$ cat config.mk
export PLATFORM = sky130hd
export DESIGN_NAME = fifo_wr_arbiter
export DESIGN_NICKNAME = d
export VERILOG_FILES = /design/src/rtl/fifo_arb_pkg.sv /design/src/rtl/rr_pick.sv /design/src/rtl/fifo_wr_arbiter.sv
export SDC_FILE = /design/constraint.sdc
export NUM_CORES = 1
export LEC_CHECK = 0
export ABC_AREA = 0
export CORE_MARGIN = 5
export CORE_UTILIZATION = 44
export CTS_BUF_LIST = sky130_fd_sc_hd__clkbuf_8
export DETAILED_ROUTE_END_ITERATION = 10
export PLACE_DENSITY = 0.92
export SLEW_MARGIN = 20
export SYNTH_ARGS = -nofsm -noshare
export SYNTH_HDL_FRONTEND = slang
export SYNTH_SLANG_ARGS = --single-unit
$ cat constraint.sdc
create_clock -name clk -period 3.9 [get_ports clk]
set_clock_uncertainty 0.15 [all_clocks]
set_input_delay 0.975 -clock clk [delete_from_list [all_inputs] [get_ports clk]]
set_output_delay 0.975 -clock clk [all_outputs]
set_load 0.01 [all_outputs]
$ cat src/rtl/fifo_arb_pkg.sv
// Shared types and defaults for the FIFO write arbiter and related schedulers.
package fifo_arb_pkg;

  typedef enum logic {
    IDLE  = 1'b0,
    BURST = 1'b1
  } state_t;

  localparam int N_REQ_DEF     = 4;
  localparam int DW_DEF        = 8;
  localparam int MAX_BURST_DEF = 4;

  // Ceiling log2 for sizing counters and index fields.
  function automatic int clog2(input int v);
    int r;
    r = 0;
    while ((1 << r) < v) begin
      r = r + 1;
    end
    return r;
  endfunction

  // Index width with a floor of one bit.
  function automatic int idx_w(input int n);
    return (clog2(n) < 1) ? 1 : clog2(n);
  endfunction

endpackage

$ cat src/rtl/rr_pick.sv
// Rotating-priority picker: first set request strictly after 'last', wrapping.
module rr_pick
  import fifo_arb_pkg::*;
#(
  parameter int N_REQ = N_REQ_DEF,
  parameter int IW    = idx_w(N_REQ_DEF)
) (
  input  logic [N_REQ-1:0] req,
  input  logic [IW-1:0]    last,
  output logic [N_REQ-1:0] pick,
  output logic [IW-1:0]    idx
);

  logic          found_s;
  logic [IW-1:0] cand_s;

  // Scan upward from last+1 modulo N_REQ and keep the first hit.
  always_comb begin
    pick    = '0;
    idx     = '0;
    found_s = 1'b0;
    cand_s  = '0;
    for (int k = 1; k <= N_REQ; k++) begin
      cand_s = IW'((int'(last) + k) % N_REQ);
      if (!found_s && req[cand_s]) begin
        found_s      = 1'b1;
        pick[cand_s] = 1'b1;
        idx          = cand_s;
      end else begin
        found_s = found_s;
      end
    end
  end

endmodule

$ cat src/rtl/fifo_wr_arbiter.sv
// Round-robin arbiter sharing one FIFO write port among N_REQ producers,
// granting bounded bursts and stalling (never dropping) on FIFO full.
module fifo_wr_arbiter
  import fifo_arb_pkg::*;
#(
  parameter int N_REQ     = N_REQ_DEF,
  parameter int DW        = DW_DEF,
  parameter int MAX_BURST = MAX_BURST_DEF
) (
  input  logic                clk,
  input  logic                rst,
  input  logic [N_REQ-1:0]    req,
  input  logic [N_REQ*DW-1:0] wdata,
  output logic [N_REQ-1:0]    ack,
  output logic [N_REQ-1:0]    grant,
  output logic                busy,
  input  logic                fifo_full,
  output logic [DW-1:0]       fifo_d_in,
  output logic                fifo_write
);

  localparam int IW = idx_w(N_REQ);
  localparam int BW = clog2(MAX_BURST + 1);

  state_t           state_r, state_n;
  logic [N_REQ-1:0] grant_r, grant_n;
  logic [IW-1:0]    last_r, last_n;
  logic [IW-1:0]    gidx_r, gidx_n;
  logic [BW-1:0]    bcnt_r, bcnt_n;

  logic [N_REQ-1:0] pick_s;
  logic [IW-1:0]    pick_idx_s;
  logic             req_g_s;
  logic             write_s;

  rr_pick #(
    .N_REQ (N_REQ),
    .IW    (IW)
  ) u_pick (
    .req  (req),
    .last (last_r),
    .pick (pick_s),
    .idx  (pick_idx_s)
  );

  // State, ownership and burst counter registers.
  always_ff @(posedge clk or posedge rst) begin
    if (rst) begin
      state_r <= IDLE;
      grant_r <= '0;
      last_r  <= IW'(N_REQ - 1);
      gidx_r  <= '0;
      bcnt_r  <= '0;
    end else begin
      state_r <= state_n;
      grant_r <= grant_n;
      last_r  <= last_n;
      gidx_r  <= gidx_n;
      bcnt_r  <= bcnt_n;
    end
  end

  // Next-state and write-port steering; full gates the write in the same cycle.
  always_comb begin
    state_n   = state_r;
    grant_n   = grant_r;
    last_n    = last_r;
    gidx_n    = gidx_r;
    bcnt_n    = bcnt_r;
    req_g_s   = 1'b0;
    write_s   = 1'b0;
    fifo_d_in = '0;
    ack       = '0;
    case (state_r)
      IDLE: begin
        if (|req) begin
          state_n = BURST;
          grant_n = pick_s;
          gidx_n  = pick_idx_s;
          bcnt_n  = '0;
        end else begin
          grant_n = '0;
        end
      end
      BURST: begin
        req_g_s   = req[gidx_r];
        write_s   = req_g_s & ~fifo_full;
        fifo_d_in = wdata[gidx_r*DW +: DW];
        ack       = write_s ? grant_r : '0;
        // A dropped request ends the burst even if nothing was written.
        if (!req_g_s || (write_s && ((bcnt_r + 1'b1) == BW'(MAX_BURST)))) begin
          state_n = IDLE;
          grant_n = '0;
          last_n  = gidx_r;
          bcnt_n  = '0;
        end else if (write_s) begin
          bcnt_n = bcnt_r + 1'b1;
        end else begin
          bcnt_n = bcnt_r;
        end
      end
      default: begin
        state_n = IDLE;
        grant_n = '0;
      end
    endcase
  end

  assign fifo_write = write_s;
  assign grant      = grant_r;
  assign busy       = (state_r == BURST);

endmodule

# After elaboration in Yosys (flattened, before gate mapping)
# Cells that the tools add are included.
[op_classes] mux=43 add_sub_neg=5 reduce_logical=17 order_cmp=9 shift=1 mul=0 bitwise=6 div=0 eq_ne=4
[op_table] op="$mux 4" n=8
[op_table] op="$shiftx 32x6->8" n=1
[op_table] op="$lt 2x3->1 const B" n=5
[op_table] op="$mux 1" n=15
[op_table] op="$or 4x4->4" n=3
[op_table] op="$bmux 1 s2" n=5
[op_table] op="$mux 3" n=3
[op_table] op="$demux 1 s2" n=4
[op_table] op="$ge 2x1->1 const B" n=4
[op_table] op="$logic_and 1x1->1" n=8
[op_table] op="$mux 2" n=4
[op_table] op="$mux 8" n=1
[op_table] op="$pmux 4 s2" n=1
[op_table] op="$pmux 3 s2" n=1
[op_table] op="$reduce_and 2->1" n=3
[op_table] op="$add 2x1->2 const B" n=2
[op_table] op="$add 2x2->2 const B" n=2
[op_table] op="$logic_not 1->1" n=4
[op_table] op="$reduce_or 4->1" n=1
[op_table] op="$add 3x1->3 const B" n=1
[op_table] op="$eq 3x3->1 const B" n=1
[op_table] op="$ne 3x1->1 const B" n=1
[op_table] op="$ne 2x1->1 const B" n=1
[op_table] op="$ne 2x2->1 const B" n=1
[op_table] op="4 further kinds" n=5
[totals] mem_bits_rw=0 out_inout_bits=18 latch_bits=0 reg_bits=12 wordCells=90 memories=0 romBits=0

# Longest topological paths before layout
# Gate-level depths: netlist of the first run.
[depth] depth_word=15 ltp_mapped=9

# Modules after synthesis
# From an unflattened synthesis of the first run, not the netlist that was laid out.
[hier_totals] cells_unflattened=124 hier_area_um2=1306.3
[by_module_without_submodules] module="fifo_wr_arbiter" area_each_um2=815.8 cells_each=65 instances=1 seq_area_each_um2=302.8
[by_module_without_submodules] module="rr_pick" area_each_um2=490.5 cells_each=59 instances=1 seq_area_each_um2=0.0

# Worst setup path after synthesis of the first run
# OpenSTA, ideal clock, no wires.
[synth_timing] kind="input -> output" from="in req[2]" to="out ack[0]" arrival_ns=2.046 setup_slack_ns=0.729 stages=4 path_buffers=1 path_cell_list="buf_2 mux4_2 and3b_1 and2_1"
[synth_between] elab_chain_cells=5
[synth_rtl] element="from (decl)" line_no="fifo_wr_arbiter.sv:12" text="input logic [N_REQ-1:0] req,"
[synth_rtl] element="$bmux 1 s2" line_no="fifo_wr_arbiter.sv:86" text="req_g_s = req[gidx_r];"
[synth_rtl] element="$mux 1 (not written as such)" line_no="fifo_wr_arbiter.sv:86"
[synth_rtl] element="$and 1x1->1" line_no="fifo_wr_arbiter.sv:87" text="write_s = req_g_s & ~fifo_full;"
[synth_rtl] element="$mux 4" line_no="fifo_wr_arbiter.sv:89" text="ack = write_s ? grant_r : '0;"
[synth_rtl] element="$mux 4" line_no="fifo_wr_arbiter.sv:74" text="case (state_r)"
[synth_rtl] element="to (decl)" line_no="fifo_wr_arbiter.sv:14" text="output logic [N_REQ-1:0] ack,"
# Every way passes these cells. The select of a mux whose other input is x is not followed.

# Worst setup path after layout of the first run
[layout_timing] from="in req[3]" to="out fifo_write"
[layout_between] elab_chain_cells=4
[layout_rtl] element="$bmux 1 s2" line_no="fifo_wr_arbiter.sv:86"
[layout_rtl] element="$mux 1 (not written as such)" line_no="fifo_wr_arbiter.sv:86"
[layout_rtl] element="$and 1x1->1" line_no="fifo_wr_arbiter.sv:87"
[layout_rtl] element="$mux 1" line_no="fifo_wr_arbiter.sv:74"
[layout_rtl] element="to (decl)" line_no="fifo_wr_arbiter.sv:19" text="output logic fifo_write"
# Every way passes these cells. The select of a mux whose other input is x is not followed.

==> results of run 1 <==
## metrics by stage
stage	instance area [um^2]	setup WS, ns
2_1_floorplan	1290	0.729
3_3_place_gp	1880	0.0317
3_5_place_dp	1880	-0.00671
4_1_cts	1920	-0.00196
5_1_grt	1930	0.0935
6_report	1930	0.137
## logic make-up after synthesis
logic type / share of synthesized area
compound gates: 0.150
buf+inv: 0.0754
fa+ha+maj: 0.0967
simple gates: 0.174
flops: 0.234
mux: 0.270
## Yosys cell counts, types with 3 or more instances
| master | number | share of area |
|---|---|---|
| clkbuf_1 | 3 | 0.0087 |
| o21ai_0 | 3 | 0.012 |
| buf_2 | 3 | 0.012 |
| nor2_1 | 7 | 0.020 |
| a221oi_1 | 7 | 0.047 |
| inv_1 | 10 | 0.029 |
| and2_1 | 12 | 0.058 |
| a221o_2 | 4 | 0.035 |
| a21oi_1 | 6 | 0.023 |
| ha_1 | 10 | 0.097 |
| mux4_2 | 12 | 0.21 |
| dfrtp_1 | 10 | 0.19 |
| nand2_1 | 6 | 0.017 |
| nand3b_1 | 4 | 0.023 |
| mux2i_1 | 3 | 0.023 |
| buf_6 | 3 | 0.026 |
## metal layers
| metal | part of all wire | routed length (um) | up-vias |
|---|---|---|---|
| li1 | - | - | 580 |
| met1 | 0.42 | 1540 | 584 |
| met2 | 0.53 | 1930 | 38 |
| met3 | 0.040 | 145 | 4 |
| met4 | 0.011 | 42 | 0 |
| met5 | 0 | 0 | - |
## power groups by stage
stage | clock network (mW) | registers (mW) | logic [mW]
finish | 0.107 | 0.286 | 0.886
global route | 0.117 | 0.302 | 0.963
CTS | 0.110 | 0.287 | 0.884
detailed placement | 0 | 0.287 | 0.883
global placement | 0 | 0.283 | 0.849
floorplan | 0 | 0.239 | 0.654
## final timing paths
kind | startpoint | end | depth (start not counted) | slack, ns
hold reg to reg | bcnt_r[2] | bcnt_r[2] | 1 | 0.37
min in group asynchronous | rst | gidx_r[1] | 2 | 0.90
hold / removal | bcnt_r[2] | bcnt_r[2] | 1 | 0.37
setup / recovery | req[3] | fifo_write | 4 | 0.14
max in group asynchronous | rst | last_r[1] | 2 | 2.37
setup reg to reg | last_r[0] | gidx_r[1] | 6 | 0.97
## registers in the layout (all words and copies together) (netlist names)
register  cells
bcnt_r        3
busy          1
gidx_r        2
grant         4
last_r        2
## area by class of cell
class | count | area (um^2) | share of cell area
multi-input cells | 92 | 895 | 0.463
repair buffers | 62 | 616 | 0.319
flip-flops and latches | 12 | 303 | 0.157
clock buffers | 3 | 41.3 | 0.0214
well taps | 31 | 38.8 | 0.0201
inverters | 10 | 37.5 | 0.0194
## worst max-delay path, delay by kind of cell
kind | cells | cell delay [ns]
buffers and inverters | 2 | 0.90
muxes | 1 | 0.51
and+or+nand+nor | 1 | 0.25
## placed cells by master, fill, tap and decap left out
cell             count
dlymetal6s2s_1       4
nand3_1              1
a221oi_1             7
o311ai_0             1
nand2b_1             1
a21oi_1              6
and3b_2              1
o21ai_0              3
and3_1               1
a21boi_0             1
mux4_2              12
o211ai_1             1
and3_4               1
nand3b_1             4
o211a_1              1
nor4_1               1
or2_2                1
and2_1              12
mux2i_1              3
clkbuf_8             3
inv_1               10
mux4_1               1
buf_4                6
ha_1                10
dfrtp_1             10
clkdlybuf4s50_1     52
nand2_1              6
nor4b_1              1
nor2_1               7
o2111ai_1            1
a221o_2              4
nor2b_1              2
dfstp_2              2
mux2_2               2
## what timing repair did
item	CTS	global route
resized for setup	0	5
setup endpoints to repair	2	4
buffers inserted	0	0
==> impl_metrics.json, run 1 <==
{
  "numCtsBuffers": 3,
  "synth_cells": 123,
  "path_clk_slew_ns": 0.05,
  "drive_above_1_share": 0.179,
  "holdBufCountCts": 0,
  "setup.worst_path.class": "input port to output port",
  "ant_nets": 0,
  "min_period_ns": 3.76,
  "globalplace.congestion": 0.843,
  "path_common_cell": "clkdlybuf4s50_1",
  "viasPerCell": 5.74,
  "fin_cells": 210,
  "port_buffers": 56,
  "antenna_found_initial": 0,
  "slew_violations": 0,
  "clock_sinks": 12,
  "fin_nets": 230,
  "cp_max_fo": 5,
  "io_pins": 57,
  "synth_nets": 172,
  "use_met1": 0.233,
  "pwr-share-comb": 0.693,
  "dp_hpwl_um": 2960,
  "power_leakage_nw": 0.852,
  "n_antenna_cell": 0,
  "rsz0062_at_grt": "no",
  "async_flop_share": 1.00,
  "syn_avg_cell_area_um2": 10.5,
  "fmax_mhz": 266,
  "hold_path.class": "flop to flop",
  "synth.distinct_cells": 33,
  "p_seq_frac": 0.223,
  "design.core.area_um2": 2780,
  "cap_violations": 0,
  "setup_tns_ns": 0,
  "grt_first_pass_wirelength_um": 5890,
  "powerDensity_nw_per_um2": 662,
  "syn_to_final_growth_pct": 49.2,
  "synthFlopType": "dfrtp_1",
  "dr.pass1.iters": 6,
  "path_cells": "clkdlybuf4s50_1 -> mux4_2 -> and3b_2 -> clkdlybuf4s50_1",
  "synth-seq-cells": 12,
  "syn_area_um2": 1290,
  "grt_use_met3": 0.0298,
  "grtUsageMet2": 0.309,
  "vdd_drop_max_v": 0.000510,
  "grt_usage": 0.180,
  "hold_slack_ns": 0.370,
  "vias": 1206,
  "wire_per_inst_um": 17.4,
  "die_w_um": 64.2,
  "slew-limit-headroom": 0.698,
  "cp.arrival_ns": 2.64,
  "ys_seq_area_frac": 0.234,
  "top_usage_layer": "met2",
  "fp-row-count": 19,
  "dp.cells": 207,
  "die_area_um2": 4120,
  "status": "finished clean",
  "cp_slowest_cell": "mux4_2",
  "report.power.total_mw": 1.28,
  "synth-edff-count": 0,
  "h-tree-depth": 1,
  "clk_latency_ns": 0.23,
  "drc_errors": 0,
  "fin_util": 0.694,
  "grt_pass1_vias": 1177,
  "setup_viol": 0,
  "drt-total-wl_um": 3660,
  "worstPathRequired_ns": 2.77,
  "end_kind": "output port",
  "dieHeight_um": 64.2,
  "hold_viol": 0,
  "grt_overflow": 0,
  "switchingPower_mw": 0.534,
  "drtIter0Drc": 28,
  "root_buffer": "clkbuf_8",
  "cts_tree": "yes",
  "crit_path_max_incr_delay_ns": 0.51,
  "p_int_mw": 0.744,
  "p_sw_frac": 0.418,
  "yosysWarnings": 0,
  "grt_max_degree": 17,
  "worst_pin_slew_ns": 0.454,
  "critPathLaunchType": "input port",
  "start_util": 0.465,
  "fill_cells": 201,
  "clkPwrFrac": 0.083,
  "cts.path.max_buffers": 2,
  "fin_crit_sh": 0.965
}
Note: power is estimated with default switching activity, not from simulation.
==> run 2, diff against run 1 <==
--- a/config.mk
+++ b/config.mk
@@ -6,7 +6,7 @@
 export NUM_CORES = 1
 export LEC_CHECK = 0
 export ABC_AREA = 0
-export CORE_MARGIN = 5
+export CORE_MARGIN = 4
 export CORE_UTILIZATION = 44
 export CTS_BUF_LIST = sky130_fd_sc_hd__clkbuf_8
 export DETAILED_ROUTE_END_ITERATION = 10
==> impl_metrics.json, run 2 (synthesized netlist as in run 1, its figures left out) <==
{
  "min_period_ns": 3.77,
  "grt_usage": 0.203,
  "dp_hpwl_um": 3120,
  "p_int_mw": 0.745,
  "setup.worst_path.class": "input port to output port",
  "worstRegToRegCells": 6,
  "dr.pass1.iters": 4,
  "setup_tns_ns": 0,
  "fin_nets": 230,
  "min_to": "bcnt_r[2]",
  "drc_errors": 0,
  "design.core.area_um2": 2780,
  "slew_violations": 0,
  "setup_viol": 0,
  "ant_nets": 0,
  "grt_first_pass_wirelength_um": 6260,
  "powerDensity_nw_per_um2": 667,
  "die_w_um": 62.2,
  "syn_to_final_growth_pct": 48.6,
  "power_leakage_nw": 0.825,
  "fin_util": 0.691,
  "report.power.total_mw": 1.28,
  "hp-start": "bcnt_r[2]",
  "largest_reg_flops": 4,
  "grtUsageMet2": 0.355,
  "drtIter0Drc": 55,
  "vias": 1216,
  "fmax_mhz": 265,
  "grt_overflow": 0,
  "fp-row-count": 19,
  "critPathLaunchType": "input port",
  "globalplace.congestion": 0.777,
  "min_path_cells": 1,
  "antenna_found_initial": 0,
  "path_clk_slew_ns": 0.05,
  "die_area_um2": 3870,
  "hold_viol": 0,
  "mostFrequentLayoutCell": "clkdlybuf4s50_1",
  "rr_startpoint": "last_r[0]",
  "reg2reg_slack_ns": 0.77,
  "grt_use_met3": 0.0432,
  "hold_path.class": "flop to flop",
  "cp.arrival_ns": 2.64,
  "worstPathRequired_ns": 2.77,
  "rsz0062_at_grt": "no",
  "worst_pin_slew_ns": 0.457,
  "clkPwrFrac": 0.087,
  "h-tree-depth": 1,
  "holdBufCountCts": 0,
  "grt_pass1_vias": 1195,
  "clk_latency_ns": 0.24,
  "drive_above_1_share": 0.179,
  "fill_cells": 218,
  "slew-limit-headroom": 0.691,
  "p_sw_frac": 0.419,
  "use_met1": 0.245,
  "n_antenna_cell": 0,
  "top_usage_layer": "met2",
  "switchingPower_mw": 0.537,
  "cts_tree": "yes",
  "cp_max_fo": 5,
  "root_buffer": "clkbuf_8",
  "status": "finished clean",
  "io_pins": 57,
  "start_util": 0.465,
  "port_buffers": 56,
  "numCtsBuffers": 3,
  "reg2reg_to": "gidx_r[1]",
  "fin_crit_sh": 0.966,
  "vdd_drop_max_v": 0.000465,
  "pwr-share-comb": 0.691,
  "pre_cts_ws_ns": -0.0617,
  "setup_slack_ns": 0.131,
  "p_seq_frac": 0.222,
  "final_cell_mix": "clkdlybuf4s50_1, mux4_2, and2_1",
  "end_kind": "output port",
  "cap_violations": 0,
  "dieHeight_um": 62.2,
  "drt-total-wl_um": 3850,
  "cts.path.max_buffers": 2,
  "viasPerCell": 5.79,
  "grt_max_degree": 17,
  "wire_per_inst_um": 18.3,
  "clock_sinks": 12
}
run 2: cell count changes in the layout (fill, tap and decap cells not counted), sizes merged:
cell | previous run | this run
dlygate4sd2 | 0 | 2
dlymetal6s2s | 4 | 2
run 2: how the worst max path moves through the flow:
stage                     startpoint         end  slack [ns]  depth (start not counted)
after CTS                     req[3]      ack[1]       -0.02                          5
after global routing          req[3]  fifo_write        0.07                          4
after global placement        req[3]      ack[3]       0.008                          5
after floorplan               req[2]      ack[0]        0.73                          4
after detailed placement      req[3]      ack[2]       -0.06                          5
final                         req[3]  fifo_write        0.13                          4
run 2: power groups by stage:
stage,clock network [mW],logic [mW],registers (mW)
detailed placement,0,0.874,0.286
CTS,0.114,0.882,0.285
global route,0.122,0.958,0.299
floorplan,0,0.654,0.239
global placement,0,0.840,0.283
finish,0.111,0.887,0.285
run 2: cell type report:
cell class,instances,area (um^2),area share
inverters,10,37.5,0.0195
well taps,31,38.8,0.0202
flip-flops and latches,12,303,0.157
multi-input cells,92,895,0.465
repair buffers,62,608,0.316
clock buffers,3,41.3,0.0215
run 2: routing by layer:
| metal | vias up | routed length, um |
|---|---|---|
| li1 | 579 | - |
| met2 | 49 | 2050 |
| met3 | 9 | 230 |
| met4 | 0 | 74 |
| met1 | 579 | 1490 |
| met5 | - | 0 |
run 2: per-stage QoR:
step,hold WS [ns],area (um^2),std cells
after floorplan,0.329,1290,123
after global placement,0.338,1870,206
after detailed placement,0.350,1870,206
after CTS,0.361,1920,210
after global routing,0.404,1920,210
final,0.361,1920,210
run 2: worst max-delay path, cell delays in order:
cell and delay, ns:
clkdlybuf4s50_1 0.43, mux4_2 0.51, and3b_2 0.24, clkdlybuf4s50_1 0.48
run 2: what timing repair did:
| action | 4_1_cts | 5_1_grt |
|---|---|---|
| endpoints found under the setup margin | 4 | 2 |
| gates resized for setup | 2 | 3 |
| buffers inserted | 1 | 0 |
| pin swaps | 0 | 0 |
